$ cat src/rtl/tsc_param_ctr.sv
// Parameterised threshold counter. It fires a PULSE_LEN-cycle trigger every
// THRESHOLD qualifying increments, in periodic, one-shot or event-counting mode.
module tsc_param_ctr #(
    parameter int WIDTH     = 8,
    parameter int THRESHOLD = 200,
    parameter int PULSE_LEN = 4
) (
    input  logic             clk,
    input  logic             rst,
    input  logic             en,
    input  logic             event_in,
    input  logic [1:0]       mode,
    input  logic             clear,
    output logic             trigger,
    output logic [WIDTH-1:0] count,
    output logic [1:0]       state,
    output logic [7:0]       fire_count
);

    typedef enum logic [1:0] {
        IDLE  = 2'b00,
        COUNT = 2'b01,
        PULSE = 2'b10,
        DONE  = 2'b11
    } state_t;

    localparam logic [1:0]       MODE_ONESHOT = 2'b01;
    localparam logic [1:0]       MODE_EVENT   = 2'b10;
    localparam logic [1:0]       MODE_OFF     = 2'b11;
    localparam logic [WIDTH-1:0] LAST_COUNT   = WIDTH'(THRESHOLD - 1);
    localparam logic [7:0]       LAST_PULSE   = 8'(PULSE_LEN - 1);

    state_t           state_q, state_d;
    logic [WIDTH-1:0] count_q, count_d;
    logic             trigger_q, trigger_d;
    logic [7:0]       fire_count_q, fire_count_d;
    logic [7:0]       pulse_cnt_q, pulse_cnt_d;
    logic             qualify;

    assign qualify = en && ((mode != MODE_EVENT) || event_in);

    always_comb begin
        state_d      = state_q;
        count_d      = count_q;
        trigger_d    = trigger_q;
        fire_count_d = fire_count_q;
        pulse_cnt_d  = pulse_cnt_q;

        if (clear) begin
            state_d     = IDLE;
            count_d     = '0;
            trigger_d   = 1'b0;
            pulse_cnt_d = '0;
        end else if (mode == MODE_OFF && state_q != DONE) begin
            // DONE is sticky: only clear or reset can release it.
            state_d     = IDLE;
            count_d     = '0;
            trigger_d   = 1'b0;
            pulse_cnt_d = '0;
        end else begin
            case (state_q)
                IDLE: begin
                    if (en) state_d = COUNT;
                end
                COUNT: begin
                    if (qualify) begin
                        if (count_q == LAST_COUNT) begin
                            state_d     = PULSE;
                            count_d     = '0;
                            trigger_d   = 1'b1;
                            pulse_cnt_d = '0;
                            if (fire_count_q != 8'hFF) fire_count_d = fire_count_q + 8'd1;
                        end else begin
                            count_d = count_q + 1'b1;
                        end
                    end
                end
                PULSE: begin
                    if (pulse_cnt_q == LAST_PULSE) begin
                        pulse_cnt_d = '0;
                        if (mode == MODE_ONESHOT) begin
                            state_d   = DONE;
                            trigger_d = 1'b1;
                        end else begin
                            state_d   = COUNT;
                            trigger_d = 1'b0;
                        end
                    end else begin
                        pulse_cnt_d = pulse_cnt_q + 8'd1;
                    end
                end
                DONE: begin
                    trigger_d = 1'b1;
                    count_d   = '0;
                end
                default: state_d = IDLE;
            endcase
        end
    end

    always_ff @(posedge clk or negedge rst) begin
        if (!rst) begin
            state_q      <= IDLE;
            count_q      <= '0;
            trigger_q    <= 1'b0;
            fire_count_q <= '0;
            pulse_cnt_q  <= '0;
        end else begin
            state_q      <= state_d;
            count_q      <= count_d;
            trigger_q    <= trigger_d;
            fire_count_q <= fire_count_d;
            pulse_cnt_q  <= pulse_cnt_d;
        end
    end

    assign trigger    = trigger_q;
    assign count      = count_q;
    assign state      = state_q;
    assign fire_count = fire_count_q;

endmodule

$ cat config.mk
export PLATFORM = sky130hd
export DESIGN_NAME = tsc_param_ctr
export DESIGN_NICKNAME = d
export VERILOG_FILES = /design/src/rtl/tsc_param_ctr.sv
export SDC_FILE = /design/constraint.sdc
export NUM_CORES = 1
export LEC_CHECK = 0
export CORE_MARGIN = 2
export CORE_UTILIZATION = 52
export CTS_CLUSTER_DIAMETER = 150
export DETAILED_ROUTE_END_ITERATION = 12
export PLACE_DENSITY = 0.88
export SETUP_SLACK_MARGIN = 0.15
export SLEW_MARGIN = 15
export SYNTH_ARGS = -nofsm -noshare
export SYNTH_HDL_FRONTEND = slang
export SYNTH_SLANG_ARGS = --single-unit
$ cat constraint.sdc
create_clock -name clk -period 3 [get_ports clk]
set_clock_uncertainty 0.15 [all_clocks]
set_input_delay 0.6 -clock clk [delete_from_list [all_inputs] [get_ports clk]]
set_output_delay 0.6 -clock clk [all_outputs]
set_load 0.03 [all_outputs]
==> report_table.html <==
<table>
<tr><th>Metric</th><th>Value</th></tr>
<tr><th colspan="2">Placement</th></tr>
<tr><td>RD Place Congestion</td><td>0.939</td></tr>
<tr><td>HPWL after detailed placement</td><td>2720 um</td></tr>
<tr><td>DP Area</td><td>1890 um2</td></tr>
<tr><td>Number of buffer cells added on primary ports</td><td>25</td></tr>
<tr><th colspan="2">STA</th></tr>
<tr><td>Timing-limited maximum frequency</td><td>394 MHz</td></tr>
<tr><td>Slew @ Worst Pin</td><td>720 ps</td></tr>
<tr><td>Final period utilization</td><td>84.7%</td></tr>
<tr><td>Number of hold-slack violations in the final timing report</td><td>0</td></tr>
<tr><td>Min Clock Period, post-route</td><td>2540 ps</td></tr>
<tr><td>RSZ-0062 raised after global routing</td><td>false</td></tr>
<tr><td>Number of max-slew violations in the final report</td><td>0</td></tr>
<tr><td>Worst slew margin relative to its limit</td><td>51.9%</td></tr>
<tr><td>Final hold slack</td><td>361 ps</td></tr>
<tr><td>Final setup violation count</td><td>0</td></tr>
<tr><td>Total negative slack</td><td>0 ps</td></tr>
<tr><th colspan="2">Synth</th></tr>
<tr><td>Number of different library cells in the post-synthesis netlist</td><td>39</td></tr>
<tr><td>Count of state elements after synthesis</td><td>27</td></tr>
<tr><td>Primary flip-flop cell chosen by synthesis mapping</td><td>sky130_fd_sc_hd__dfrtp_1</td></tr>
<tr><td>Yosys warns</td><td>0</td></tr>
<tr><td>Register area share after synthesis</td><td>42.8%</td></tr>
<tr><td>Post-Synth Adder-Cell Area</td><td>5.55%</td></tr>
<tr><td>Xor-xnor portion of the synthesized cell area</td><td>6.66%</td></tr>
<tr><td>Mux cell area share after synthesis</td><td>1.35%</td></tr>
<tr><td>Share of flip-flops with an asynchronous set or reset after synthesis</td><td>100%</td></tr>
<tr><td>Number of flops mapped to enable cells by yosys</td><td>0</td></tr>
<tr><td>Mapped Avg Cell Area</td><td>9.17 um2</td></tr>
<tr><td>Netlist area before placement</td><td>1580 um2</td></tr>
<tr><td>Synth Area in Compound Gates</td><td>16.2%</td></tr>
<tr><td>Post-synthesis instance total</td><td>172</td></tr>
<tr><td>Number of nets in the synthesized netlist</td><td>186</td></tr>
<tr><td>Area fraction in and, or, nand and nor cells after synthesis</td><td>24.3%</td></tr>
<tr><td>Dominant combinational cell family by area after synthesis</td><td>simple AND/OR/NAND/NOR gates</td></tr>
<tr><th colspan="2">Clock network</th></tr>
<tr><td>Buffers inserted by post-CTS timing repair</td><td>0</td></tr>
<tr><td>Clock buffers created by TritonCTS</td><td>3</td></tr>
<tr><td>CTS tree</td><td>yes</td></tr>
<tr><td>Clock Tree Buf Depth</td><td>2</td></tr>
<tr><td>Clock-pin slew of the registers on the worst-case setup and hold paths</td><td>160 ps</td></tr>
<tr><td>Post-cts resize count</td><td>0</td></tr>
<tr><td>Depth of the CTS H-tree</td><td>1</td></tr>
<tr><td>Cts hold-fix bufs</td><td>0</td></tr>
<tr><td>Count of clock tree sinks</td><td>27</td></tr>
<tr><td>Clock latency at the later pin of the worst-skew pair</td><td>340 ps</td></tr>
<tr><td>Clock tree root buffer cell</td><td>sky130_fd_sc_hd__clkbuf_4</td></tr>
<tr><th colspan="2">Floorplan</th></tr>
<tr><td>Initial Util</td><td>55.8%</td></tr>
<tr><td>Die height</td><td>59.1 um</td></tr>
<tr><td>Die outline width</td><td>59.1 um</td></tr>
<tr><td>Standard cell core area</td><td>2830 um2</td></tr>
<tr><td>Die outline area</td><td>3490 um2</td></tr>
<tr><td>I/O pins</td><td>26</td></tr>
<tr><td>Total number of placement rows</td><td>19</td></tr>
<tr><th colspan="2">GRT</th></tr>
<tr><td>Initial antenna violation count</td><td>0</td></tr>
<tr><td>Number of global-route vias before repair</td><td>1,333</td></tr>
<tr><td>Global-route wire length before repair</td><td>6020 um</td></tr>
<tr><td>GRT Residual Overflow</td><td>0</td></tr>
<tr><td>Maximum number of pins on one net before global-route repair</td><td>28</td></tr>
<tr><td>Total Routing Usage GR</td><td>22.5%</td></tr>
<tr><th colspan="2">Worst setup path</th></tr>
<tr><td>Worst R2R Path Depth</td><td>5</td></tr>
<tr><td>Minimum setup slack among reg-to-reg paths</td><td>460 ps</td></tr>
<tr><td>Highest net fanout along the worst path</td><td>6</td></tr>
<tr><td>Type of element launching the critical path</td><td>flip-flop</td></tr>
<tr><td>Type of element capturing the critical path</td><td>flip-flop</td></tr>
<tr><td>End of the worst register-to-register path</td><td>pulse_cnt_q[6]</td></tr>
<tr><td>Req. time, crit path</td><td>3120 ps</td></tr>
<tr><td>Worst reg2reg startpoint</td><td>count[3]</td></tr>
<tr><td>Worst endpoint data arrival time</td><td>2660 ps</td></tr>
<tr><td>Worst setup path category</td><td>reg -&gt; reg</td></tr>
<tr><th colspan="2">Min path</th></tr>
<tr><td>Worst Min Path Start</td><td>fire_count[4]</td></tr>
<tr><td>Path class of the lowest-slack min-delay path</td><td>reg -&gt; reg</td></tr>
<tr><td>Instance count along the most critical hold path</td><td>1</td></tr>
<tr><td>End point of the worst hold path</td><td>fire_count[4]</td></tr>
<tr><th colspan="2">Detailed routing</th></tr>
<tr><td>DRC violation total after the first TritonRoute iteration</td><td>76</td></tr>
<tr><td>Post-detailed-route count of antenna-violating nets</td><td>0</td></tr>
<tr><td>Routed wire per std cell</td><td>15.3 um</td></tr>
<tr><td>DR pass1 iterations</td><td>4</td></tr>
<tr><td>DR vias</td><td>1,407</td></tr>
<tr><td>Final Routed Wirelength</td><td>3560 um</td></tr>
<tr><td>Remaining design rule violation count</td><td>0</td></tr>
<tr><td>Via/cell ratio</td><td>6.04</td></tr>
<tr><th colspan="2">Flow run</th></tr>
<tr><td>Max Cap Violations</td><td>0</td></tr>
<tr><th colspan="2">Pwr</th></tr>
<tr><td>Leakage power</td><td>0.824 nW</td></tr>
<tr><td>Power per Cell Area</td><td>372 nW/um2</td></tr>
<tr><td>Max VDD drop</td><td>0.181 mV</td></tr>
<tr><th colspan="2">Finish</th></tr>
<tr><td>Nets</td><td>217</td></tr>
<tr><td>Layout Cell Area excl Fill</td><td>1920 um2</td></tr>
<tr><td>Number of filler cells placed in the layout</td><td>220</td></tr>
<tr><td>Area growth, synth to finish</td><td>21.6%</td></tr>
<tr><td>Ratio of cells with drive above 1 in the final layout</td><td>8.91%</td></tr>
<tr><td>Number of antenna repair diodes</td><td>0</td></tr>
<tr><th colspan="2">Run status</th></tr>
<tr><td>Outcome</td><td>finished, final reports clean</td></tr>
</table>
## area by class of cell
| cell class | instances | area, um2 | share of cell area (%) |
|---|---|---|---|
| Multi-Input combinational cell | 132 | 852 | 44.4 |
| Clock inverter | 1 | 7.51 | 0.391 |
| Sequential cell | 27 | 676 | 35.2 |
| Inverter | 9 | 33.8 | 1.76 |
| Tap cell | 31 | 38.8 | 2.02 |
| Clock buffer | 3 | 22.5 | 1.17 |
| Timing Repair Buffer | 30 | 288 | 15.0 |
## how the worst max path moves through the flow
stage / start / depth (start not counted) / slack [ps] / end
final: count[3] / 5 / 460 / pulse_cnt_q[6]
after global routing: state[0] / 6 / 310 / pulse_cnt_q[4]
after CTS: count[3] / 5 / 480 / pulse_cnt_q[6]
after detailed placement: mode[1] / 6 / 230 / count[2]
after global placement: mode[1] / 6 / 290 / count[2]
after floorplan: state[0] / 8 / 380 / pulse_cnt_q[6]
## through the flow
stage	utilization (%)	setup WS [ps]	instances	power (mW)
floorplan	-	381	172	0.493
global placement	66.7	294	229	0.547
detailed placement	66.7	230	229	0.554
CTS	67.8	477	233	0.713
global route	67.8	313	233	0.745
finish	67.8	459	233	0.713
## flip-flops by register name, summed over array words and instances (netlist names)
register,flops
count,8
fire_count,8
pulse_cnt_q,8
state,2
trigger,1
## worst max-delay path, stage by stage, from the launching register on
cell and delay [ps]:
sky130_fd_sc_hd__dfrtp_1 480, sky130_fd_sc_hd__or4b_4 590, sky130_fd_sc_hd__o41ai_4 490, sky130_fd_sc_hd__a21oi_1 180, sky130_fd_sc_hd__or4b_1 490, sky130_fd_sc_hd__nand3_1 90
## metal layers
metal  GRT usage, %  wire length [um]
met4           8.44                59
met2           39.0              1860
met1           28.3              1510
met5              0                 0
met3           3.06               137
## synth_stat cells (3+ instances only)
cell type	number	area share, %
sky130_fd_sc_hd__inv_1	9	2.1
sky130_fd_sc_hd__clkbuf_1	3	0.71
sky130_fd_sc_hd__xor2_1	6	3.3
sky130_fd_sc_hd__and3_1	5	2.0
sky130_fd_sc_hd__nand2_1	10	2.4
sky130_fd_sc_hd__xnor2_1	6	3.3
sky130_fd_sc_hd__dfrtp_1	27	43
sky130_fd_sc_hd__nor2_1	20	4.8
sky130_fd_sc_hd__nand3_1	16	5.1
sky130_fd_sc_hd__o21ai_0	10	3.2
sky130_fd_sc_hd__nor3_1	5	1.6
sky130_fd_sc_hd__a21oi_1	12	3.8
sky130_fd_sc_hd__a211oi_1	4	1.9
sky130_fd_sc_hd__ha_1	7	5.6
## power breakdown
| part | internal, mW | switching [mW] | total (mW) | leakage, nW |
|---|---|---|---|---|
| clock | 0.0511 | 0.113 | 0.164 | 0.0139 |
| combinational | 0.0685 | 0.100 | 0.169 | 0.434 |
| sequential | 0.371 | 0.00895 | 0.380 | 0.376 |
## kinds of logic (layout without fill, tap and decap cells)
group | Yosys count | in the layout
simple gates | 73 | 73
compound gates | 38 | 38
flops | 27 | 27
buf+inv | 13 | 43
xor+xnor | 12 | 12
fa+ha+maj | 7 | 7
mux | 2 | 2
## layout by cell type (no fill, tap or decap), types with 2 or more instances in the layout
| cell | instances |
|---|---|
| sky130_fd_sc_hd__a211oi_1 | 4 |
| sky130_fd_sc_hd__a21oi_1 | 12 |
| sky130_fd_sc_hd__a31oi_1 | 2 |
| sky130_fd_sc_hd__and3_1 | 5 |
| sky130_fd_sc_hd__buf_4 | 5 |
| sky130_fd_sc_hd__clkbuf_4 | 3 |
| sky130_fd_sc_hd__clkdlybuf4s50_1 | 25 |
| sky130_fd_sc_hd__dfrtp_1 | 27 |
| sky130_fd_sc_hd__ha_1 | 7 |
| sky130_fd_sc_hd__inv_1 | 9 |
| sky130_fd_sc_hd__nand2_1 | 10 |
| sky130_fd_sc_hd__nand2b_1 | 2 |
| sky130_fd_sc_hd__nand3_1 | 16 |
| sky130_fd_sc_hd__nand4_1 | 2 |
| sky130_fd_sc_hd__nor2_1 | 20 |
| sky130_fd_sc_hd__nor3_1 | 5 |
| sky130_fd_sc_hd__nor3b_1 | 2 |
| sky130_fd_sc_hd__nor4_1 | 2 |
| sky130_fd_sc_hd__o21ai_0 | 10 |
| sky130_fd_sc_hd__o22ai_1 | 2 |
| sky130_fd_sc_hd__or2_2 | 2 |
| sky130_fd_sc_hd__xnor2_1 | 6 |
| sky130_fd_sc_hd__xor2_1 | 6 |
(Power assumes the default switching activity.)
